$ cat config.mk
export PLATFORM = sky130hd
export DESIGN_NAME = nukv_response_pack_flat
export DESIGN_NICKNAME = d
export VERILOG_FILES = /design/src/rtl/nukv_response_pack_if.sv /design/src/rtl/nukv_response_pack.sv /design/src/flat_wrapper.sv
export SDC_FILE = /design/constraint.sdc
export NUM_CORES = 1
export LEC_CHECK = 0
export BUFFER_PORTS_ARGS = -buffer_cell sky130_fd_sc_hd__clkbuf_2
export CORE_AREA = 4 4 289 291
export CTS_CLUSTER_DIAMETER = 60
export CTS_CLUSTER_SIZE = 14
export DETAILED_ROUTE_END_ITERATION = 7
export DIE_AREA = 0 0 293 295
export RECOVER_POWER = 50
export REMOVE_ABC_BUFFERS = 1
export SETUP_SLACK_MARGIN = 0.3
export SLEW_MARGIN = 15
export SYNTH_ARGS = -nofsm -noshare
export SYNTH_HDL_FRONTEND = slang
export SYNTH_SLANG_ARGS = --single-unit
$ cat constraint.sdc
create_clock -name clk -period 15.7 [get_ports clk]
set_input_delay 2.355 -clock clk [delete_from_list [all_inputs] [get_ports clk]]
set_output_delay 2.355 -clock clk [all_outputs]
set_load 0.03 [all_outputs]
$ cat src/rtl/nukv_response_pack_if.sv
// Handshake bundle for nukv_response_pack: meta and value inputs, 128-bit AXI-Stream output, error flag.
// The slave modport is the packer's view; the master modport is the view of whatever surrounds it.
interface nukv_response_pack_if #(
    parameter int META_WIDTH  = 96,
    parameter int VALUE_WIDTH = 512
);
    logic [META_WIDTH-1:0]  meta_data;
    logic                   meta_valid;
    logic                   meta_ready;
    logic [VALUE_WIDTH-1:0] value_data;
    logic                   value_valid;
    logic                   value_last;
    logic                   value_ready;
    logic [127:0]           m_axis_tdata;
    logic                   m_axis_tvalid;
    logic                   m_axis_tlast;
    logic                   m_axis_tready;
    logic                   err_sticky;

    modport slave (
        input  meta_data, meta_valid,
        output meta_ready,
        input  value_data, value_valid, value_last,
        output value_ready,
        output m_axis_tdata, m_axis_tvalid, m_axis_tlast,
        input  m_axis_tready,
        output err_sticky
    );

    modport master (
        output meta_data, meta_valid,
        input  meta_ready,
        output value_data, value_valid, value_last,
        input  value_ready,
        input  m_axis_tdata, m_axis_tvalid, m_axis_tlast,
        output m_axis_tready,
        input  err_sticky
    );
endinterface

$ cat src/rtl/nukv_response_pack.sv
// Response packer: one header beat from the meta word, then vallen 64-bit value words, tlast on the final beat.
// Define RESP_ERRCHECK_EN to zero-pad short values, drain long ones and raise err_sticky.
module nukv_response_pack #(
    parameter int META_WIDTH  = 96,
    parameter int VALUE_WIDTH = 512
) (
    input logic                 clk,
    input logic                 rst,
    nukv_response_pack_if.slave bus
);
    localparam int WPB   = VALUE_WIDTH / 64;
    localparam int POS_W = $clog2(WPB);
    localparam int CNT_W = POS_W + 1;

`ifdef RESP_ERRCHECK_EN
    typedef enum logic [1:0] {ST_IDLE, ST_VALUE, ST_DRAIN} state_t;
`else
    typedef enum logic [1:0] {ST_IDLE, ST_VALUE} state_t;
`endif

    state_t                 state;
    logic                   adv, meta_fire, value_fire, emit, pad;
    logic [15:0]            words_left;
    logic [VALUE_WIDTH-1:0] beat_buf;
    logic [CNT_W-1:0]       buf_cnt, load_cnt;
    logic [POS_W-1:0]       pos;
    logic [63:0]            word;
    logic [7:0]             m_opcode;
    logic [15:0]            m_vallen;
    logic [63:0]            m_net;
    logic [127:0]           out_data;
    logic                   out_valid, out_last;
    logic                   unused_bits;
`ifdef RESP_ERRCHECK_EN
    logic                   last_beat, err;
`endif

    always_comb begin
        m_opcode = bus.meta_data[META_WIDTH-1 -: 8];
        m_vallen = bus.meta_data[META_WIDTH-17 -: 16];
        m_net    = bus.meta_data[63:0];
        adv      = ~out_valid | bus.m_axis_tready;
`ifdef RESP_ERRCHECK_EN
        // value ended early: keep emitting zero words until vallen is reached
        pad = (state == ST_VALUE) & last_beat & (buf_cnt == '0) & (words_left != 16'd0);
`else
        pad = 1'b0;
`endif
        word     = pad ? 64'h0 : beat_buf[{pos, 6'd0} +: 64];
        load_cnt = (words_left >= 16'(WPB)) ? CNT_W'(WPB) : CNT_W'(words_left);
        emit     = (state == ST_VALUE) & ((buf_cnt != '0) | pad) & adv;
    end

    assign bus.meta_ready  = ~rst & (state == ST_IDLE) & adv;
`ifdef RESP_ERRCHECK_EN
    assign bus.value_ready = ~rst & (((state == ST_VALUE) & (buf_cnt == '0) & ~pad) | (state == ST_DRAIN));
    assign bus.err_sticky  = err;
    assign unused_bits     = ^bus.meta_data[META_WIDTH-9 -: 8];
`else
    assign bus.value_ready = ~rst & (state == ST_VALUE) & (buf_cnt == '0);
    assign bus.err_sticky  = 1'b0;
    assign unused_bits     = ^{bus.meta_data[META_WIDTH-9 -: 8], bus.value_last};
`endif
    assign meta_fire  = bus.meta_valid & bus.meta_ready;
    assign value_fire = bus.value_valid & bus.value_ready;

    assign bus.m_axis_tdata  = out_data;
    assign bus.m_axis_tvalid = out_valid;
    assign bus.m_axis_tlast  = out_last;

    always_ff @(posedge clk) begin
        if (rst) begin
            state      <= ST_IDLE;
            out_valid  <= 1'b0;
            out_last   <= 1'b0;
            out_data   <= '0;
            buf_cnt    <= '0;
            pos        <= '0;
            words_left <= '0;
`ifdef RESP_ERRCHECK_EN
            last_beat  <= 1'b0;
            err        <= 1'b0;
`endif
        end else begin
            if (adv) begin
                out_valid <= 1'b0;
                out_last  <= 1'b0;
            end
            case (state)
                ST_IDLE: begin
                    if (meta_fire) begin
                        out_data   <= {m_net, m_opcode, 8'h00, m_vallen, 16'h0000, 16'hFFFF};
                        out_valid  <= 1'b1;
                        out_last   <= (m_vallen == 16'd0);
                        words_left <= m_vallen;
`ifdef RESP_ERRCHECK_EN
                        last_beat  <= 1'b0;
`endif
                        if (m_vallen != 16'd0) state <= ST_VALUE;
                    end
                end
                ST_VALUE: begin
                    if (value_fire) begin
                        beat_buf <= bus.value_data;
                        buf_cnt  <= load_cnt;
                        pos      <= '0;
`ifdef RESP_ERRCHECK_EN
                        last_beat <= bus.value_last;
                        if (bus.value_last && (words_left > 16'(WPB))) err <= 1'b1;
`endif
                    end else if (emit) begin
                        out_data   <= {64'h0, word};
                        out_valid  <= 1'b1;
                        out_last   <= (words_left == 16'd1);
                        pos        <= pos + 1'b1;
                        words_left <= words_left - 16'd1;
                        if (buf_cnt != '0) buf_cnt <= buf_cnt - 1'b1;
                        // final word: any unused tail of the buffered beat is dropped
                        if (words_left == 16'd1) begin
                            buf_cnt <= '0;
`ifdef RESP_ERRCHECK_EN
                            if (last_beat) begin
                                state <= ST_IDLE;
                            end else begin
                                state <= ST_DRAIN;
                                err   <= 1'b1;
                            end
`else
                            state <= ST_IDLE;
`endif
                        end
                    end
                end
`ifdef RESP_ERRCHECK_EN
                ST_DRAIN: begin
                    if (value_fire && bus.value_last) state <= ST_IDLE;
                end
`endif
                default: state <= ST_IDLE;
            endcase
        end
    end
endmodule
$ cat src/flat_wrapper.sv
// flat-port wrapper written by rule: the top's interface ports become plain ports
module nukv_response_pack_flat 
#(
    parameter int META_WIDTH  = 96,
    parameter int VALUE_WIDTH = 512
)
  (clk, rst, bus_meta_data, bus_meta_valid, bus_meta_ready, bus_value_data, bus_value_valid, bus_value_last, bus_value_ready, bus_m_axis_tdata, bus_m_axis_tvalid, bus_m_axis_tlast, bus_m_axis_tready, bus_err_sticky);
  nukv_response_pack_if #(.META_WIDTH(META_WIDTH), .VALUE_WIDTH(VALUE_WIDTH)) bus_i ();
  input logic clk;
  input logic rst;
  input wire logic [$bits(bus_i.meta_data)-1:0] bus_meta_data;
  input wire logic [$bits(bus_i.meta_valid)-1:0] bus_meta_valid;
  output wire logic [$bits(bus_i.meta_ready)-1:0] bus_meta_ready;
  input wire logic [$bits(bus_i.value_data)-1:0] bus_value_data;
  input wire logic [$bits(bus_i.value_valid)-1:0] bus_value_valid;
  input wire logic [$bits(bus_i.value_last)-1:0] bus_value_last;
  output wire logic [$bits(bus_i.value_ready)-1:0] bus_value_ready;
  output wire logic [$bits(bus_i.m_axis_tdata)-1:0] bus_m_axis_tdata;
  output wire logic [$bits(bus_i.m_axis_tvalid)-1:0] bus_m_axis_tvalid;
  output wire logic [$bits(bus_i.m_axis_tlast)-1:0] bus_m_axis_tlast;
  input wire logic [$bits(bus_i.m_axis_tready)-1:0] bus_m_axis_tready;
  output wire logic [$bits(bus_i.err_sticky)-1:0] bus_err_sticky;
  assign bus_i.meta_data = bus_meta_data;
  assign bus_i.meta_valid = bus_meta_valid;
  assign bus_meta_ready = bus_i.meta_ready;
  assign bus_i.value_data = bus_value_data;
  assign bus_i.value_valid = bus_value_valid;
  assign bus_i.value_last = bus_value_last;
  assign bus_value_ready = bus_i.value_ready;
  assign bus_m_axis_tdata = bus_i.m_axis_tdata;
  assign bus_m_axis_tvalid = bus_i.m_axis_tvalid;
  assign bus_m_axis_tlast = bus_i.m_axis_tlast;
  assign bus_i.m_axis_tready = bus_m_axis_tready;
  assign bus_err_sticky = bus_i.err_sticky;
  nukv_response_pack #(.META_WIDTH(META_WIDTH), .VALUE_WIDTH(VALUE_WIDTH)) u_core (.clk(clk), .rst(rst), .bus(bus_i));
endmodule
==> key figures, run 1 <==
STA
  • RSZ-0062 raised after global routing: false
  • Highest Clock Rate: 138 MHz
  • Final Hold Vio Count: 0
  • Slew Limit Fails: 139
  • Minimum clock period after layout: 7.22 ns
  • Final period util: 46.0%
  • Worst slew pin tran: 4.22 ns
  • Slew headroom: -181%
  • # setup viols final: 0
  • Max Clock Skew: about 0.037 ns
  • Hold Slack: 0.465 ns
  • Setup tns final: 0 ns

Floorplanning
  • Starting Density: 31.0%
  • Die height: 295 um
  • Placeable Area: 80500 um2
  • Die width: about 290 um
  • Ports: 747
  • Die ar.: 86400 um2
  • # rows: 104

Place
  • Gpl congestion: 0.832
  • Port Buffers: between 700 and 800
  • Inst Count DP: about 3100
  • Post-DP HPWL: 51.9 mm

Run status
  • Status: complete, but fails checks
  • Violated checks: max-capacitance violations, max-slew violations

Pwr
  • VDD IR max: 88.9 uV
  • Overall power: 3.87 mW
  • Leak: ~11 nW
  • Clock power share: approximately two fifths
  • Comb pwr share: about 7.9%
  • Switching Share: roughly a quarter
  • Seq pwr share: 51.1%
  • Pwr per Cell Area: about 120 nW/um2
  • Psw: 0.906 mW
  • Internal power: 2.96 mW

Synthesis
  • Cells after Synth: 1386
  • Simple-gate share of the synthesized area: around 3.7%
  • Combinational family with the most area after synthesis: multiplexers
  • Post-synthesis xor/xnor area fraction: less than 1%
  • Synth Flop Type: edfxtp_1
  • Synth top area share: 61.5%
  • EDFF count, synth: 512
  • Mux cell area share after synthesis: around 15%
  • Synth Area per Inst: 18.0 um2
  • Adder-cell share of the synthesized area: less than 1%
  • Top cells by area, synth: edfxtp_1 62%, dfxtp_1 12%, mux4_2 12%
  • Netlist cell types: 53
  • YS warnings: 0
  • Compound-gate portion of the synthesized area: 5.83%
  • Ys async rst share: 0%
  • Post-Syn Area: around 25000 um2
  • Yosys reg bits: 666
  • Top cells by count, synth: 512 x edfxtp_1, 154 x dfxtp_1, 128 x mux4_2, 126 x nor2_1, 69 x a22oi_1
  • Dominant cell type by area after synthesis: edfxtp_1
  • Top-count cell post-synth: edfxtp_1
  • Sequential share of the synthesized area: 73.9%

Drt
  • Avg WL per Cell: 22.4 um
  • Via density: 4.79
  • DR pass1 iterations: 5
  • Routed Antenna Nets: 0
  • Starting DRT DRC Count: ~870
  • Via count: approximately 16000
  • Routed WL: 72.7 mm
  • DRC Markers: 0

Worst setup path
  • Critical path data required time: 15.93 ns
  • Crit start category: primary input
  • CP Max Fanout: 98
  • Worst setup path category: in -> reg
  • Worst EP arrival: roughly 7.5 ns
  • CP endpoint kind: register

Layout
  • Nets: 2745
  • Layout cells sized above 1: 37.9%
  • Layout area overhead: 27.4%
  • Fin cells: about 3200
  • Sequential cell area: 18500 um2
  • Area of the multi-input gates: around 6000 um2
  • Fillcell total: 7571

Global route
  • Gr ovfl total: 0
  • First-pass GRT wire length: ~100 mm
  • Number of global-route vias before repair: 16700
  • Initial antenna violation count: 8
  • Largest net degree at the start of global routing: 150
  • Global-route usage over all layers: between 10% and 20%

Clock tree
  • Post-CTS Resized: 0
  • CTS tree: built
  • Insertion delay to the later sink of the worst-skew pair: 0.61 ns
  • Number of CTS-inserted buffers: 66
  • CTS Hold Bufs: 0
  • Post-CTS setup buffers: 0
  • Clk slew on worst S/H paths: approximately 0.060 ns
  • Clock sink total: 666
  • H-tree depth: 3
  • Clk buf depth: 3
  • Root Driver: clkbuf_16

Hold path
  • HP Class: reg -> reg

Run
  • Maxcap violations: 2
[metal layers]
layer / track usage (%) / up-vias / wire length (um)
li1: - / 7066 / -
met1: 18.4 / 7680 / 26700
met2: 28.4 / 695 / 37200
met3: 4.88 / 114 / 6460
met4: 6.08 / 2 / 2330
met5: 0 / - / 9
[cell usage in the layout (no fill, tap or decap), types with 5 or more instances in the layout]
master	count
nand2_1	34
dfxtp_1	150
inv_6	5
a21oi_1	27
buf_4	21
nor4_1	9
diode_2	9
clkbuf_16	67
nand3_1	8
ha_1	5
o21ai_0	8
inv_1	8
nor3_1	12
a22oi_1	69
mux2i_1	56
mux2_2	19
edfxtp_1	512
clkinvlp_4	5
clkbuf_2	548
a211oi_1	39
a31oi_1	9
o2bb2ai_1	24
clkbuf_1	215
mux4_2	128
nor2_1	124
[stage by stage]
stage / worst slack (ns) / utilization, % / area, um2
final: 8.48 / 39.5 / 31800
after CTS: 9.85 / 39.8 / 32000
after global placement: 9.39 / 37.0 / 29800
after detailed placement: 9.18 / 37.0 / 29800
after floorplan: 2.16 / - / 24600
after global routing: 8.09 / 39.5 / 31800
[registers in the layout, summed over array words and instances, names as in the netlist]
| signal | flops |
|---|---|
| u_core.beat_buf | 512 |
| u_core.bus.m_axis_tdata | 128 |
| u_core.words_left | 16 |
| u_core.buf_cnt | 4 |
| u_core.pos | 3 |
| u_core.bus.m_axis_tlast | 1 |
| u_core.bus.m_axis_tvalid | 1 |
| u_core.state | 1 |
[final timing paths]
kind,startpoint,end,slack (ns),cells after the start
worst min register to register,u_core.bus.m_axis_tdata[23]$_SDFFE_PP0P_,u_core.bus.m_axis_tdata[23]$_SDFFE_PP0P_,0.46,1
worst max-delay path,rst,u_core.beat_buf[477]$_DFFE_PP_,8.48,7
worst min-delay path,u_core.bus.m_axis_tdata[23]$_SDFFE_PP0P_,u_core.bus.m_axis_tdata[23]$_SDFFE_PP0P_,0.46,1
worst max register to register,u_core.buf_cnt[0]$_SDFFE_PP0P_,u_core.beat_buf[477]$_DFFE_PP_,9.41,8
[area by class of cell]
cell class | instances | area share [%]
Sequential cell | 666 | 58.0
Multi-Input combinational cell | 623 | 19.3
Timing Repair Buffer | 760 | 11.4
Clock buffer | 94 | 5.65
Tap cell | 1060 | 4.17
Clock inverter | 27 | 1.23
Inverter | 9 | 0.110
Antenna cell | 9 | 0.0708
[critical path, cell delays in order]
cell,delay (ns)
clkbuf_1,0.40
nor2b_1,0.24
nand3_1,0.30
clkinvlp_2,1.96
buf_16,0.88
buf_4,0.47
buf_4,0.55
[cell families (layout without fill, tap and decap cells)]
kind of cell               after synthesis  count (layout)
buffers and inverters                   97             890
muxes                                  203             203
xor gates and xnor gates                 2               2
and+or+nand+nor                        212             212
other                                    1              10
adders and majority gates                5               5
AOI/OAI and AO/OA                      200             200
DFF                                    666             666
[power by group through the flow]
stage	clock [mW]	sequential, mW	combinational [mW]
floorplan	0	2.07	0.118
global route	1.71	1.98	0.332
CTS	1.64	1.98	0.316
global placement	0	2.01	0.307
finish	1.59	1.98	0.305
detailed placement	0	2.01	0.314
Power figures use the tool's default switching activity.
==> run 2, diff against run 1 <==
Settings changed: ABC_AREA set to 1, CORE_AREA 4 4 289 291 to 4 4 288 290, DIE_AREA 0 0 293 295 to 0 0 292 294.
Clock period 15.7 ns to 6.76 ns, I/O delays scaled along.
==> run 2 against run 1 <==
  * The flow still finishes with violations (max-capacitance violations, max-slew violations)
  * Non-clock buffer count is 2 lower
  * Core utilization up 1.0 points
  * Hold slack worse by 0.0046 ns
  * Setup slack worse by 6.5 ns
  * Register-to-register slack got worse by 7.4 ns
  * First-iteration DRC count up 72%
  * Global-route usage up 2.6 points
  * Die area is 0.68% lower
  * Synthesized cell count grew 77%
  * Combinational power grew to 2.6 times the previous value
  * Cell count grew 31%
  * Highest routed layer unchanged
==> key figures, run 2 <==
Floorplanning
  • Die ar.: 85800 um2
  • Die height: 294 um
  • Placeable Area: 80300 um2
  • Die width: ~290 um
  • Starting Density: 32.9%
  • # rows: between 100 and 150
  • Ports: 747

Global route
  • Initial antenna violation count: 21
  • Number of global-route vias before repair: 19600
  • First-pass GRT wire length: 122 mm
  • Gr ovfl total: 0
  • Global-route usage over all layers: 18.7%
  • Largest net degree at the start of global routing: 149

Worst setup path
  • CP endpoint kind: register
  • R2R Path End: u_core.beat_buf[222]$_DFFE_PP_
  • Critical path data required time: 7.02 ns
  • Worst EP arrival: 5.05 ns
  • R2R cell count: 5
  • Reg-to-reg critical path startpoint: u_core.state[0]$_SDFFE_PP0P_
  • Crit start category: register
  • CP Max Fanout: 127
  • Worst setup path category: reg -> reg
  • Setup slack, reg-to-reg: 1.97 ns

Clock tree
  • Insertion delay to the later sink of the worst-skew pair: 0.64 ns
  • Root Driver: clkbuf_16
  • CTS Hold Bufs: 0
  • Number of CTS-inserted buffers: 61
  • H-tree depth: 2
  • Clock sink total: 666
  • Post-CTS Resized: 0
  • Clk slew on worst S/H paths: approximately 0.060 ns
  • Clk buf depth: 3
  • CTS tree: built
  • Post-CTS setup buffers: 0

STA
  • Slew Limit Fails: roughly 90
  • Highest Clock Rate: 209 MHz
  • Minimum clock period after layout: 4.79 ns
  • Hold Slack: between 0.4 and 0.5 ns
  • Setup tns final: 0 ns
  • # setup viols final: 0
  • Worst slew pin tran: 2.71 ns
  • RSZ-0062 raised after global routing: false
  • Final period util: 70.8%
  • Slew headroom: -80.4%
  • Max Clock Skew: 0.0285 ns
  • Final Hold Vio Count: 0

Synthesis
  • Dominant cell type by area after synthesis: edfxtp_1
  • Cells after Synth: 2453
  • Netlist cell types: 29
  • YS warnings: 0
  • Adder-cell share of the synthesized area: 0.237%
  • Simple-gate share of the synthesized area: 17.5%
  • Post-Syn Area: 26400 um2
  • Combinational family with the most area after synthesis: simple AND/OR/NAND/NOR gates
  • Synth top area share: between 50% and 60%
  • Mux cell area share after synthesis: 0%
  • EDFF count, synth: 512
  • Yosys reg bits: 666
  • Compound-gate portion of the synthesized area: 7.63%
  • Sequential share of the synthesized area: 69.9%
  • Top cells by count, synth: 512 x edfxtp_1, 498 x nand2_1, 319 x nor2_1, 264 x nand3_1, 199 x o21ai_0
  • Top-count cell post-synth: edfxtp_1
  • Top cells by area, synth: edfxtp_1 58%, dfxtp_1 12%, nand2_1 7.1%
  • Ys async rst share: 0%
  • Synth Flop Type: edfxtp_1
  • Synth Area per Inst: 10.8 um2
  • Post-synthesis xor/xnor area fraction: 0.133%

Place
  • Gpl congestion: 0.819
  • Post-DP HPWL: 55.5 mm
  • Port Buffers: 736

Layout
  • Sequential cell area: 18500 um2
  • Layout cells sized above 1: 20.8%
  • Register with the most flip-flops: u_core.beat_buf
  • Layout area overhead: 23.1%
  • Fin util: around two fifths
  • Most common cell after layout, fill and taps aside: clkbuf_2
  • Fillcell total: 7867
  • Most frequent cells in the layout: 535 x clkbuf_2, 512 x edfxtp_1, 499 x nand2_1
  • Largest register FFs: 512
  • Nets: 3735
  • Area of the multi-input gates: 6740 um2

Run
  • Maxcap violations: 2

Pwr
  • Leak: 12.5 nW
  • Clock power share: 38.3%
  • Psw: 2.21 mW
  • Comb pwr share: a little under a tenth
  • Internal power: around 6.6 mW
  • VDD IR max: 217 uV
  • Switching Share: between 20 and 30%
  • Seq pwr share: 52.5%
  • Pwr per Cell Area: roughly 270 nW/um2

Drt
  • DR pass1 iterations: 5
  • Avg WL per Cell: between 15 and 20 um
  • Via density: roughly 4.7
  • Routed WL: between 80 and 90 mm
  • Via count: between 20000 and 25000
  • DRC Markers: 0
  • Routed Antenna Nets: 0
  • Starting DRT DRC Count: approximately 1500

Run status
  • Status: complete, but fails checks
  • Violated checks: max-capacitance violations, max-slew violations

Hold path
  • HP Class: reg -> reg
  • HP Start: u_core.bus.m_axis_tdata[104]$_SDFFE_PP0P_
  • WHS Path Cells: 2
  • Worst hold endpoint: u_core.bus.m_axis_tdata[104]$_SDFFE_PP0P_
## run 2: changes by cell type in the layout (fill, tap and decap cells not counted), moves of 24 or more
cell       before  now
mux2i_1        56    0
nor2_1        124  319
a211oi_1       39    0
inv_1           8  103
mux4_2        128    0
nand2_1        34  499
o2bb2ai_1      24    0
a22oi_1        69    0
a21oi_1        27  168
nand3_1         8  264
o21ai_0         8  199
## run 2: layer usage
metal,share of wire (%),vias up,global-route usage [%]
met5,0.056,-,0
met4,2.6,8,5.83
met1,38,9350,22.4
met2,51,777,33.0
li1,-,9770,-
met3,8.6,132,4.69
## run 2: cell type report
| type | count | share of cell area [%] |
|---|---|---|
| clock inverter | 19 | 0.619 |
| clock buffer | 93 | 5.16 |
| tap | 1060 | 4.08 |
| sequential | 666 | 56.8 |
| timing repair buffer | 758 | 11.2 |
| inverter | 109 | 1.34 |
| multi-input combinational | 1520 | 20.7 |
| antenna | 17 | 0.131 |
## run 2: worst max-delay path by stage
stage	slack (ns)	depth (start not counted)	endpoint	start
after floorplan	-7.04	8	u_core.buf_cnt[0]$_SDFFE_PP0P_	u_core.state[0]$_SDFFE_PP0P_
after global placement	2.71	12	u_core.words_left[9]$_SDFFE_PP0P_	rst
after detailed placement	2.67	12	u_core.words_left[9]$_SDFFE_PP0P_	rst
after CTS	3.27	5	u_core.beat_buf[484]$_DFFE_PP_	u_core.state[0]$_SDFFE_PP0P_
after global routing	1.58	11	u_core.words_left[9]$_SDFFE_PP0P_	u_core.state[0]$_SDFFE_PP0P_
final	1.97	5	u_core.beat_buf[222]$_DFFE_PP_	u_core.state[0]$_SDFFE_PP0P_
## run 2: worst max-delay path: stages, from the launching register on
cell,delay (ns)
dfxtp_1,2.10
inv_1,0.18
nor2_1,0.22
nand4_1,0.34
inv_8,0.76
buf_4,0.66
## run 2: cells by family (layout without fill, tap and decap cells)
kind of cell | count (synthesis) | count (layout)
buffers and inverters | 267 | 979
AO/OA/AOI/OAI | 393 | 393
flip-flops | 666 | 666
adder cells (fa/ha/maj) | 5 | 5
AND/OR/NAND/NOR | 1117 | 1117
other | 1 | 18
XOR/XNOR | 4 | 4
## run 2: through the flow
step                instance area [um2]  setup WS [ns]  cells  total power, mW
floorplan                         25600          -7.04   2295             5.17
global placement                  30900           2.71   4113             5.53
detailed placement                30900           2.67   4113             5.54
CTS                               32700           3.27   4225             8.91
global route                      32500           1.58   4238             9.16
finish                            32500           1.97   4242             8.79
## run 2: power by group through the flow
stage                     combinational (mW)  clock, mW  sequential (mW)
after CTS                              0.838       3.46             4.62
after floorplan                        0.331          0             4.84
final                                  0.807       3.37             4.62
after detailed placement               0.835          0             4.71
after global routing                   0.900       3.63             4.63
after global placement                 0.826          0             4.70
